## src/rtl/seg7_scan_display.sv

```systemverilog
// Multi-digit time-multiplexed 7-segment driver. A sequential shift-add-3
// converter turns the binary input into BCD, and a prescaled scan walks the digits.
module seg7_scan_display #(
   parameter int NUM_DIGITS   = 4,
   parameter int VALUE_WIDTH  = 14,
   parameter int SCAN_DIV     = 1000,
   parameter int COMMON_ANODE = 0
) (
   input  logic                   clk,
   input  logic                   rst_n,
   input  logic [VALUE_WIDTH-1:0] value_in,
   input  logic                   load,
   input  logic                   blank_lz,
   output logic                   busy,
   output logic                   overflow,
   output logic [6:0]             segments,
   output logic [NUM_DIGITS-1:0]  digit_en
);

   function automatic logic [63:0] pow10(input int n);
      logic [63:0] p;
      p = 64'd1;
      for (int k = 0; k < n; k++) p = p * 64'd10;
      return p;
   endfunction

   function automatic logic [6:0] seg_decode(input logic [3:0] nib);
      case (nib)
         4'd0:    seg_decode = 7'b0111111;
         4'd1:    seg_decode = 7'b0000110;
         4'd2:    seg_decode = 7'b1011011;
         4'd3:    seg_decode = 7'b1001111;
         4'd4:    seg_decode = 7'b1100110;
         4'd5:    seg_decode = 7'b1101101;
         4'd6:    seg_decode = 7'b1111100;
         4'd7:    seg_decode = 7'b0000111;
         4'd8:    seg_decode = 7'b1111111;
         4'd9:    seg_decode = 7'b1100111;
         default: seg_decode = 7'b0000000;
      endcase
   endfunction

   localparam int   BCD_W = 4 * NUM_DIGITS;
   localparam int   IDX_W = (NUM_DIGITS > 1) ? $clog2(NUM_DIGITS) : 1;
   localparam int   PRE_W = $clog2(SCAN_DIV);
   localparam int   CNT_W = $clog2(VALUE_WIDTH + 1);
   localparam logic [63:0] LIMIT = pow10(NUM_DIGITS);
   localparam logic CA = (COMMON_ANODE != 0);
   localparam logic [NUM_DIGITS-1:0] EN_FIRST = NUM_DIGITS'(1);
   localparam logic [6:0] SEG_DASH = 7'b1000000;

   typedef enum logic [1:0] {S_IDLE, S_SHIFT, S_COMMIT} state_t;

   state_t                 state, state_nxt;
   logic                   start, shift_en, commit;
   logic [VALUE_WIDTH-1:0] bin_sr;
   logic [BCD_W-1:0]       bcd_sr, bcd_adj, disp_bcd;
   logic [CNT_W-1:0]       bit_cnt;
   logic                   ovf_pend;
   logic [PRE_W-1:0]       presc;
   logic [IDX_W-1:0]       scan_idx;
   logic [3:0]             nib;
   logic                   upper_nz;
   logic [6:0]             seg_nxt;
   logic [NUM_DIGITS-1:0]  en_nxt;
   logic                   unused_bcd_msb;

   // NOTE: every register is written with <= so all flops see pre-edge values.
   always_ff @(posedge clk or negedge rst_n) begin
      if (!rst_n) state <= S_IDLE;
      else        state <= state_nxt;
   end

   // NOTE: defaults come first so no path through the case leaves a latch.
   always_comb begin
      state_nxt = state;
      start     = 1'b0;
      shift_en  = 1'b0;
      commit    = 1'b0;
      case (state)
         S_IDLE: begin
            if (load) begin
               start     = 1'b1;
               state_nxt = S_SHIFT;
            end
         end
         S_SHIFT: begin
            shift_en = 1'b1;
            if (bit_cnt == CNT_W'(VALUE_WIDTH - 1)) state_nxt = S_COMMIT;
         end
         S_COMMIT: begin
            commit    = 1'b1;
            state_nxt = S_IDLE;
         end
         default: state_nxt = S_IDLE;
      endcase
   end

   assign busy = (state != S_IDLE);

   // Add-3 correction on every nibble that would become >= 10 after the shift.
   always_comb begin
      bcd_adj = bcd_sr;
      for (int k = 0; k < NUM_DIGITS; k++) begin
         if (bcd_sr[4*k +: 4] >= 4'd5) bcd_adj[4*k +: 4] = bcd_sr[4*k +: 4] + 4'd3;
      end
   end

   // Carry out of the top nibble is dropped; the overflow flag covers it.
   assign unused_bcd_msb = bcd_adj[BCD_W-1];

   always_ff @(posedge clk or negedge rst_n) begin
      if (!rst_n) begin
         bin_sr   <= '0;
         bcd_sr   <= '0;
         bit_cnt  <= '0;
         ovf_pend <= 1'b0;
         disp_bcd <= '0;
         overflow <= 1'b0;
      end else begin
         if (start) begin
            bin_sr   <= value_in;
            bcd_sr   <= '0;
            bit_cnt  <= '0;
            ovf_pend <= (64'(value_in) >= LIMIT);
         end else if (shift_en) begin
            bcd_sr  <= {bcd_adj[BCD_W-2:0], bin_sr[VALUE_WIDTH-1]};
            bin_sr  <= bin_sr << 1;
            bit_cnt <= bit_cnt + 1'b1;
         end
         if (commit) begin
            disp_bcd <= bcd_sr;
            overflow <= ovf_pend;
         end
      end
   end

   always_ff @(posedge clk or negedge rst_n) begin
      if (!rst_n) begin
         presc    <= '0;
         scan_idx <= '0;
      end else if (presc == PRE_W'(SCAN_DIV - 1)) begin
         presc    <= '0;
         scan_idx <= (scan_idx == IDX_W'(NUM_DIGITS - 1)) ? '0 : scan_idx + 1'b1;
      end else begin
         presc <= presc + 1'b1;
      end
   end

   // Pick the current nibble and decide whether it is a leading zero.
   always_comb begin
      nib      = 4'd0;
      upper_nz = 1'b0;
      en_nxt   = '0;
      for (int k = 0; k < NUM_DIGITS; k++) begin
         if (IDX_W'(k) == scan_idx) begin
            nib       = disp_bcd[4*k +: 4];
            en_nxt[k] = 1'b1;
         end
         if ((IDX_W'(k) >= scan_idx) && (disp_bcd[4*k +: 4] != 4'd0)) upper_nz = 1'b1;
      end
      if (overflow)                                        seg_nxt = SEG_DASH;
      else if (blank_lz && (scan_idx != '0) && !upper_nz) seg_nxt = 7'b0000000;
      else                                                 seg_nxt = seg_decode(nib);
   end

   always_ff @(posedge clk or negedge rst_n) begin
      if (!rst_n) begin
         segments <= {7{CA}};
         digit_en <= EN_FIRST ^ {NUM_DIGITS{CA}};
      end else begin
         segments <= seg_nxt ^ {7{CA}};
         digit_en <= en_nxt ^ {NUM_DIGITS{CA}};
      end
   end

endmodule
```

## config.mk

```make
export PLATFORM = sky130hd
export DESIGN_NAME = seg7_scan_display
export DESIGN_NICKNAME = d
export VERILOG_FILES = /design/src/rtl/seg7_scan_display.sv
export SDC_FILE = /design/constraint.sdc
export NUM_CORES = 1
export LEC_CHECK = 0
export ABC_AREA = 1
export CORE_UTILIZATION = 35
export DETAILED_ROUTE_END_ITERATION = 8
export PLACE_DENSITY_LB_ADDON = 0.1
export SLEW_MARGIN = 15
export SYNTH_ARGS = -nofsm -noshare
export SYNTH_HDL_FRONTEND = slang
export SYNTH_SLANG_ARGS = --single-unit
```

## constraint.sdc

```tcl
create_clock -name clk -period 4.7 [get_ports clk]
set_input_delay 1.175 -clock clk [delete_from_list [all_inputs] [get_ports clk]]
set_output_delay 1.175 -clock clk [all_outputs]
set_load 0.005 [all_outputs]
```

Word-level counts from Yosys, hierarchy flattened
Memory sizes are Yosys's and may differ from the RTL's.
Index checks and enable logic that the tools add are counted.
{ "word_totals": {"ff_bits": 77, "memories": 1, "in_bits": 18, "mem_bits_ro": 112, "output_inout_bits": 13, "elab_cells": 88} }
{ "mem_list": {"columns": ["name", "words", "width", "read_ports", "rd_clocked_by_memory_dff", "write_ports", "line_no", "source"], "rows": [
  ["(name not given)", 16, 7, 1, 0, 0, "28", "case (nib)"]
]} }
{ "classes": {"order_cmp": 9, "reduce_logical": 17, "addsub": 7, "n_eq_ne": 10, "n_mux": 33} }
{ "op_table": {"columns": ["operator", "n"], "rows": [
  ["4-bit two-way mux", 9],
  ["16-bit two-way mux", 2],
  ["14-bit two-way mux", 2],
  ["4-bit by 3-bit >= comparator with 1-bit output, second input constant", 4],
  ["4-bit nonzero test", 4],
  ["14-bit >= comparator, second input constant", 1],
  ["7-bit two-way mux", 2],
  ["4-bit by 2-bit adder with 4-bit output, second input constant", 3],
  ["1-bit two-way mux", 12],
  ["10-bit by 1-bit adder with 10-bit output, second input constant", 1],
  ["10-bit equality test, second input constant", 1],
  ["10-bit two-way mux", 1],
  ["1-bit logical AND", 6],
  ["2-bit two-way mux", 3],
  ["2-bit nonzero test", 3],
  ["4-bit by 1-bit adder with 4-bit output, second input constant", 1],
  ["2-bit equality test, first input constant", 2],
  ["2-bit equality test, second input constant", 2],
  ["4-bit equality test, second input constant", 1],
  ["1-bit by 2-bit >= comparator with 1-bit output, first input constant", 2],
  ["2-bit >= comparator, first input constant", 2],
  ["2-bit zero test", 2],
  ["2-bit != test, second input constant", 2],
  ["2-bit one-hot mux with 2 select lines", 1],
  ["7 further kinds", 7]
]} }

Logic depth before layout (Yosys ltp)
Gate-level depths: netlist of run 1.
{ "depth": {"depth_word": 10, "ltp_mapped": 13, "ltp_nobuf": 13} }

Worst setup path before layout of run 1
OpenSTA, ideal clock, no wires.
{ "synth_path": {"path_type": "input port to flip-flop", "startpoint": "input load", "endpoint": "register bin_sr[10]", "arrival_time_ns": 1.714, "path_buffers": 1, "setup_slack_ns": 2.849, "stages": 5, "path_cell_list": "nand2_1 inv_2 buf_2 nand2_1 o221ai_1"} }
{ "synth_via": {"elab_chain_cells": 3, "elab_cells_between_ends": 4} }
{ "synth_rtl": {"columns": ["item", "line_no", "source"], "rows": [
  ["from (decl)", "12", "input logic load,"],
  ["1-bit two-way mux *", "82", "if (load) begin"],
  ["1-bit two-way mux *", "80", "case (state)"],
  ["14-bit two-way mux / 2-bit nonzero test (equally long branches)", null, null],
  ["to (signal assigned)", "122", "bin_sr <= value_in;"],
  ["to (signal assigned)", "128", "bin_sr <= bin_sr << 1;"],
  ["to (decl)", "56", "logic [VALUE_WIDTH-1:0] bin_sr;"]
]} }
Every way passes the cells marked *; elsewhere a longest branch is shown, timed or not.
A chain may end at the register's enable or synchronous reset.

Final worst setup path of run 1
{ "layout_path": {"startpoint": "register state[1]", "endpoint": "output busy"} }
{ "layout_via": {"elab_chain_cells": 1} }
{ "layout_rtl": {"columns": ["item", "line_no", "source"], "rows": [
  ["from (decl)", "54", "state_t state, state_nxt;"],
  ["from (signal assigned)", "71", "else state <= state_nxt;"],
  ["2-bit nonzero test", "99", "assign busy = (state != S_IDLE);"],
  ["to (decl)", "14", "output logic busy,"]
]} }
No other way between the ends.

==> impl_metrics.py, run 1 <==
metrics = {
    "detailed_routing": {
        "wl_um": 7470,
        "ant_nets": 0,
        "drcViolationCount": 0,
        "viasPerCell": 4.72,
        "vias": 2840,
        "dr.first_iter.drc_count": 94,
        "first_pass_iters": 4,
        "wire_per_inst_um": 12.4,
    },
    "global_routing": {
        "grt_pass1_vias": 2833,
        "grt_pass1_wl_um": 13200,
        "antenna_found_initial": 0,
        "grt.total_usage": 0.148,
        "grt_max_degree": 78,
        "grt_remaining_overflow": 0,
    },
    "sta": {
        "max_freq_ghz": 0.390,
        "skew_ns": 0.0136,
        "fin_crit_ns": 2.56,
        "finalSetupTns_ns": 0,
        "worst_pin_slew_ns": 1.02,
        "finalCritPeriodShare": 0.545,
        "fin_ws_ns": 2.14,
        "max_slew_margin": 0.321,
        "whs_ns": 0.484,
        "setup_viol": 0,
        "slew_violations": 0,
        "final_hold_viol_count": 0,
        "rsz0062_at_grt": "false",
    },
    "min_path": {
        "min_to": "disp_bcd[10]$_DFFE_PN0N_",
        "hold_depth": 2,
        "min-delay-start": "disp_bcd[10]$_DFFE_PN0N_",
        "hold_class": "flop to flop",
    },
    "status": {
        "status": "completed",
    },
    "setup_path": {
        "crit_path_start_kind": "flop",
        "crit_family": "buffers and inverters",
        "r2r-end": "bcd_sr[3]$_DFFE_PN0P_",
        "ff2ff_setup_slack_ns": 2.36,
        "crit_buf_inv": 2,
        "crit_type": "flop to primary output",
        "arrival_ns": 1.39,
        "r2r_start": "state[0]$_DFFE_PN0P_",
        "required_ns": 3.52,
        "path_cells": "nor2_1 > inv_1 > clkdlybuf4s50_1",
        "worstPathMaxFanout": 3,
        "worstRegToRegCells": 4,
        "max_stage_delay_ns": 0.44,
        "crit_slowest_cell": "clkdlybuf4s50_1",
        "critPathCaptureType": "primary output",
    },
    "clock_tree": {
        "numCtsBuffers": 9,
        "clkSinkCount": 77,
        "cts_resized": 0,
        "cts_tree": "built",
        "cts_hold_buf": 0,
        "cts_root_buffer": "clkbuf_8",
        "postCtsSetupRepairBufs": 0,
        "path_clk_slew_ns": 0.08,
        "clock_path_buffers": 2,
        "clk_latency_ns": 0.35,
        "htree_levels": 3,
    },
    "die": {
        "die_x_um": 106,
        "die_area_um2": 11300,
        "rows": 37,
        "fp.dieH_um": 106,
        "pin_count": 31,
        "core_area_um2": 10500,
        "start_util": 0.365,
    },
    "power_and_ir_drop": {
        "total_power_mw": 2.46,
        "pwr_density_cell_nw_per_um2": 562,
        "leakage_nw": 2.12,
        "vdd_drop_max_mv": 0.298,
    },
    "synth": {
        "synthTopCellsByArea": "dfrtp_1, nand2_1, ha_1",
        "netlist_instances": 433,
        "yosys.area.top_type_share": 0.498,
        "synth.avg_cell_area_um2": 8.82,
        "synth_area_um2": 3820,
        "synth_top_area_cell": "dfrtp_1",
        "yosysWarnings": 0,
        "ys_ff_latch": 77,
        "ys_seq_area_frac": 0.505,
        "synth_cell_types": 33,
        "syn_nets": 472,
    },
    "placed_design": {
        "hpwl_um": 5040,
        "placedCellCount": 587,
        "placed_area_um2": 4210,
        "gp_congestion": 0.742,
        "post-place-ws_ns": 1.91,
        "io_buffers": 30,
    },
    "cells_and_area": {
        "final_cell_mix": "dfrtp_1, nand2_1, inv_1, nor2_1, o21ai_0",
        "finalCoreUtilization": 0.419,
        "drive_gt1_frac": 0.0730,
        "fin_cells": 602,
        "layout_commonest_cell": "dfrtp_1",
        "final-seq-area_um2": 1930,
        "multiInputGateArea_um2": 1560,
        "stdcell_area_um2": 4380,
        "nets": 501,
        "antennaDiodeCount": 0,
        "n_fill_cell": 1088,
        "areaGrowthSynthToFinish_pct": 14.7,
    },
    "flow_run": {
        "drv_cap": 0,
    },
}
-- where the power goes --
group | internal, mW | switching, mW | leakage [nW]
clock | 0.218 | 0.242 | 0.0884
combinational | 0.393 | 0.581 | 1.08
sequential | 0.894 | 0.135 | 0.951
-- final cells by class --
type	count	share of cell area
flip-flops and latches	77	0.440
well taps	136	0.0388
clock inverters	3	0.00485
multi-input cells	278	0.356
repair buffers	30	0.0680
inverters	66	0.0565
clock buffers	12	0.0354
-- state kept, by name, indices dropped and copies added (netlist names) --
signal,flops
bit_cnt,4
presc,10
overflow,1
ovf_pend,1
disp_bcd,16
bin_sr,14
scan_idx,2
state,2
segments,7
bcd_sr,16
digit_en,4
-- worst min-delay path: cells and delay by family, from the launching register on --
family,cells,cell delay (ns)
and+or+nand+nor,1,0.05
AOI/OAI and AO/OA,1,0.05
DFF,1,0.35
-- synthesized netlist by cell type --
master	instances
nand3_1	15
nand3b_1	1
o21ai_4	1
clkbuf_1	3
o311ai_1	1
nor2_1	42
a21oi_2	2
or2_1	2
o21ai_1	16
nand4_1	4
buf_2	4
a211oi_1	1
ha_1	21
o22ai_1	4
inv_1	62
o32ai_2	2
o21ai_0	38
dfrtp_1	76
nand3_2	1
nand2_2	5
o211ai_1	2
a21oi_1	27
o221ai_1	10
buf_6	4
buf_4	1
a21o_1	1
nand2_1	71
nand2_4	2
nor3_1	3
inv_2	4
xor2_1	5
a31o_2	1
dfstp_2	1
-- logic make-up after synthesis --
family                     count (synthesis)  share of synthesized area
buffers and inverters                     78                     0.0868
AOI/OAI and AO/OA                        106                      0.165
DFF                                       77                      0.505
xor gates and xnor gates                   5                     0.0115
and+or+nand+nor                          146                      0.163
adders and majority gates                 21                     0.0688
-- worst max path at each step --
stage / from / endpoint / slack [ns] / depth (start not counted)
5_1_grt: state[1]$_DFFE_PN0P_ / busy / 2.06 / 3
3_5_place_dp: load / bin_sr[13]$_DFFE_PN0P_ / 1.91 / 6
6_report: state[1]$_DFFE_PN0P_ / busy / 2.14 / 3
3_3_place_gp: load / bin_sr[6]$_DFFE_PN0P_ / 1.92 / 6
4_1_cts: state[1]$_DFFE_PN0P_ / busy / 2.11 / 3
2_1_floorplan: load / bin_sr[10]$_DFFE_PN0P_ / 2.85 / 5
-- layer usage --
layer  routed length [um]  GRT usage  vias to the layer above
met5                    0          0                        -
li1                     -          -                     1478
met2                 3430      0.240                       50
met4                  201     0.0705                        0
met3                  236     0.0349                       18
met1                 3600      0.184                     1294
No activity file was read; power rests on OpenSTA's default activity.
==> run 2: changes to the inputs <==
==> constraint.sdc (replaced) <==
create_clock -name clk -period 2.4 [get_ports clk]
set_input_delay 0.6 -clock clk [delete_from_list [all_inputs] [get_ports clk]]
set_output_delay 0.6 -clock clk [all_outputs]
set_load 0.005 [all_outputs]
==> run 2 against run 1 <==
Effect of this change: hold slack got worse by 0.32 ns; clock-buffer cell count grew 2; sequential share of layout area shrank 0.73 points; clock skew fell by 0.0043 ns; setup slack worse by 1.9 ns; non-clock buffer count is 6 higher; sequential power rose by 95%; wire length fell by 1.9%; first-iteration DRC count is 6.4% higher; utilization grew 0.71 points; combinational power up 98%; critical endpoint is now segments[0]$_DFF_PN0_; largest power group unchanged.
==> impl_metrics.py, run 2 (synthesis gave the netlist of run 1 again) <==
metrics = {
    "status": {
        "status": "completed",
    },
    "sta": {
        "finalCritPeriodShare": 0.886,
        "whs_ns": 0.160,
        "slew_violations": 0,
        "worst_pin_slew_ns": 0.378,
        "final_hold_viol_count": 0,
        "max_slew_margin": 0.746,
        "max_freq_ghz": 0.470,
        "fin_crit_ns": 2.13,
        "skew_ns": 0.00932,
        "finalSetupTns_ns": 0,
        "rsz0062_at_grt": "false",
        "setup_viol": 0,
    },
    "setup_path": {
        "arrival_ns": 2.41,
        "worstPathMaxFanout": 7,
        "crit_type": "flop to flop",
        "required_ns": 2.68,
        "crit_family": "compound AO/OA/AOI/OAI gates",
        "crit_slowest_cell": "dfrtp_1",
        "crit_path_start_kind": "flop",
        "path_cells": "inv_1 > ha_1 > inv_2 > nand3_1 > a21oi_1 > o21ai_1 > inv_1 > ha_1 > o21ai_1 > nor2_1 > nor2_1",
        "crit_cells": 11,
        "crit_buf_inv": 3,
        "worstRegToRegCells": 11,
        "critPathCaptureType": "flop",
        "max_stage_delay_ns": 0.42,
    },
    "cells_and_area": {
        "largestRegisters": "bcd_sr (16), disp_bcd (16), bin_sr (14)",
        "layout_commonest_cell": "dfrtp_1",
        "drive_gt1_frac": 0.0805,
        "areaGrowthSynthToFinish_pct": 16.6,
        "finalCoreUtilization": 0.426,
        "n_fill_cell": 1088,
        "antennaDiodeCount": 0,
        "final_cell_mix": "dfrtp_1, nand2_1, inv_1, nor2_1, o21ai_0",
        "stdcell_area_um2": 4460,
        "nets": 507,
    },
    "detailed_routing": {
        "dr.first_iter.drc_count": 100,
        "viasPerCell": 4.65,
        "wire_per_inst_um": 12.0,
        "wl_um": 7330,
        "first_pass_iters": 4,
        "ant_nets": 0,
        "drcViolationCount": 0,
        "vias": 2830,
    },
    "global_routing": {
        "grt_pass1_wl_um": 13000,
        "grt.total_usage": 0.147,
        "use_met2": 0.242,
        "grt.busiest_layer": "met2",
        "grt_pass1_vias": 2817,
        "grt_remaining_overflow": 0,
        "antenna_found_initial": 0,
        "grt_use_met1": 0.185,
        "use_met3": 0.0337,
        "grt_max_degree": 53,
    },
    "power_and_ir_drop": {
        "total_power_mw": 4.93,
        "vdd_drop_max_mv": 0.381,
        "pwr_density_cell_nw_per_um2": 1110,
        "leakage_nw": 2.16,
    },
    "placed_design": {
        "hpwl_um": 5270,
        "io_buffers": 30,
        "placed_area_um2": 4260,
        "gp_congestion": 0.765,
    },
    "die": {
        "fp.dieH_um": 106,
        "rows": 37,
        "start_util": 0.365,
        "die_x_um": 106,
        "pin_count": 31,
        "die_area_um2": 11300,
        "core_area_um2": 10500,
    },
    "clock_tree": {
        "clk_latency_ns": 0.34,
        "path_clk_slew_ns": 0.08,
        "cts_tree": "built",
        "clock_path_buffers": 2,
        "cts_hold_buf": 0,
        "cts_resized": 0,
        "postCtsSetupRepairBufs": 0,
        "cts_root_buffer": "clkbuf_8",
        "numCtsBuffers": 9,
        "clkSinkCount": 77,
        "htree_levels": 3,
    },
    "flow_run": {
        "drv_cap": 0,
    },
    "min_path": {
        "hold_class": "input pin to async pin",
    },
}
run 2: power by group:
| group | switching [mW] | total (mW) | internal (mW) |
|---|---|---|---|
| logic | 1.12 | 1.93 | 0.806 |
| registers | 0.259 | 2.01 | 1.75 |
| clock network | 0.459 | 0.993 | 0.535 |
| total | 1.84 | 4.93 | 3.09 |
run 2: metal layers:
metal  vias to the layer above  wire length (um)
met4                         0               119
met5                         -                 0
met3                        10               200
met1                      1301              3650
li1                       1483                 -
met2                        36              3350
run 2: final timing paths:
kind                                           from                  endpoint  slack (ns)
setup / recovery            scan_idx[1]$_DFFE_PN0N_     segments[0]$_DFF_PN0_        0.27
hold / removal                                rst_n     segments[1]$_DFF_PN0_        0.16
setup reg to reg            scan_idx[1]$_DFFE_PN0N_     segments[0]$_DFF_PN0_        0.27
hold reg to reg            disp_bcd[10]$_DFFE_PN0N_  disp_bcd[10]$_DFFE_PN0N_        0.49
max in group asynchronous                     rst_n     bcd_sr[1]$_DFFE_PN0P_        1.66
min in group clk           disp_bcd[10]$_DFFE_PN0N_  disp_bcd[10]$_DFFE_PN0N_        0.49
run 2: final cells by class:
type / count / area (um2) / area share
clock buffers: 14 / 163 / 0.0365
well taps: 136 / 170 / 0.0382
repair buffers: 36 / 355 / 0.0798
clock inverters: 1 / 30.0 / 0.00674
inverters: 66 / 248 / 0.0556
multi-input cells: 278 / 1560 / 0.350
flip-flops and latches: 77 / 1930 / 0.433
run 2: metrics by stage:
step                      cells  worst slack [ns]
final                       608             0.273
after global routing        608           0.00410
after CTS                   608             0.239
after detailed placement    593             0.261
after global placement      593             0.387
after floorplan             433             0.587
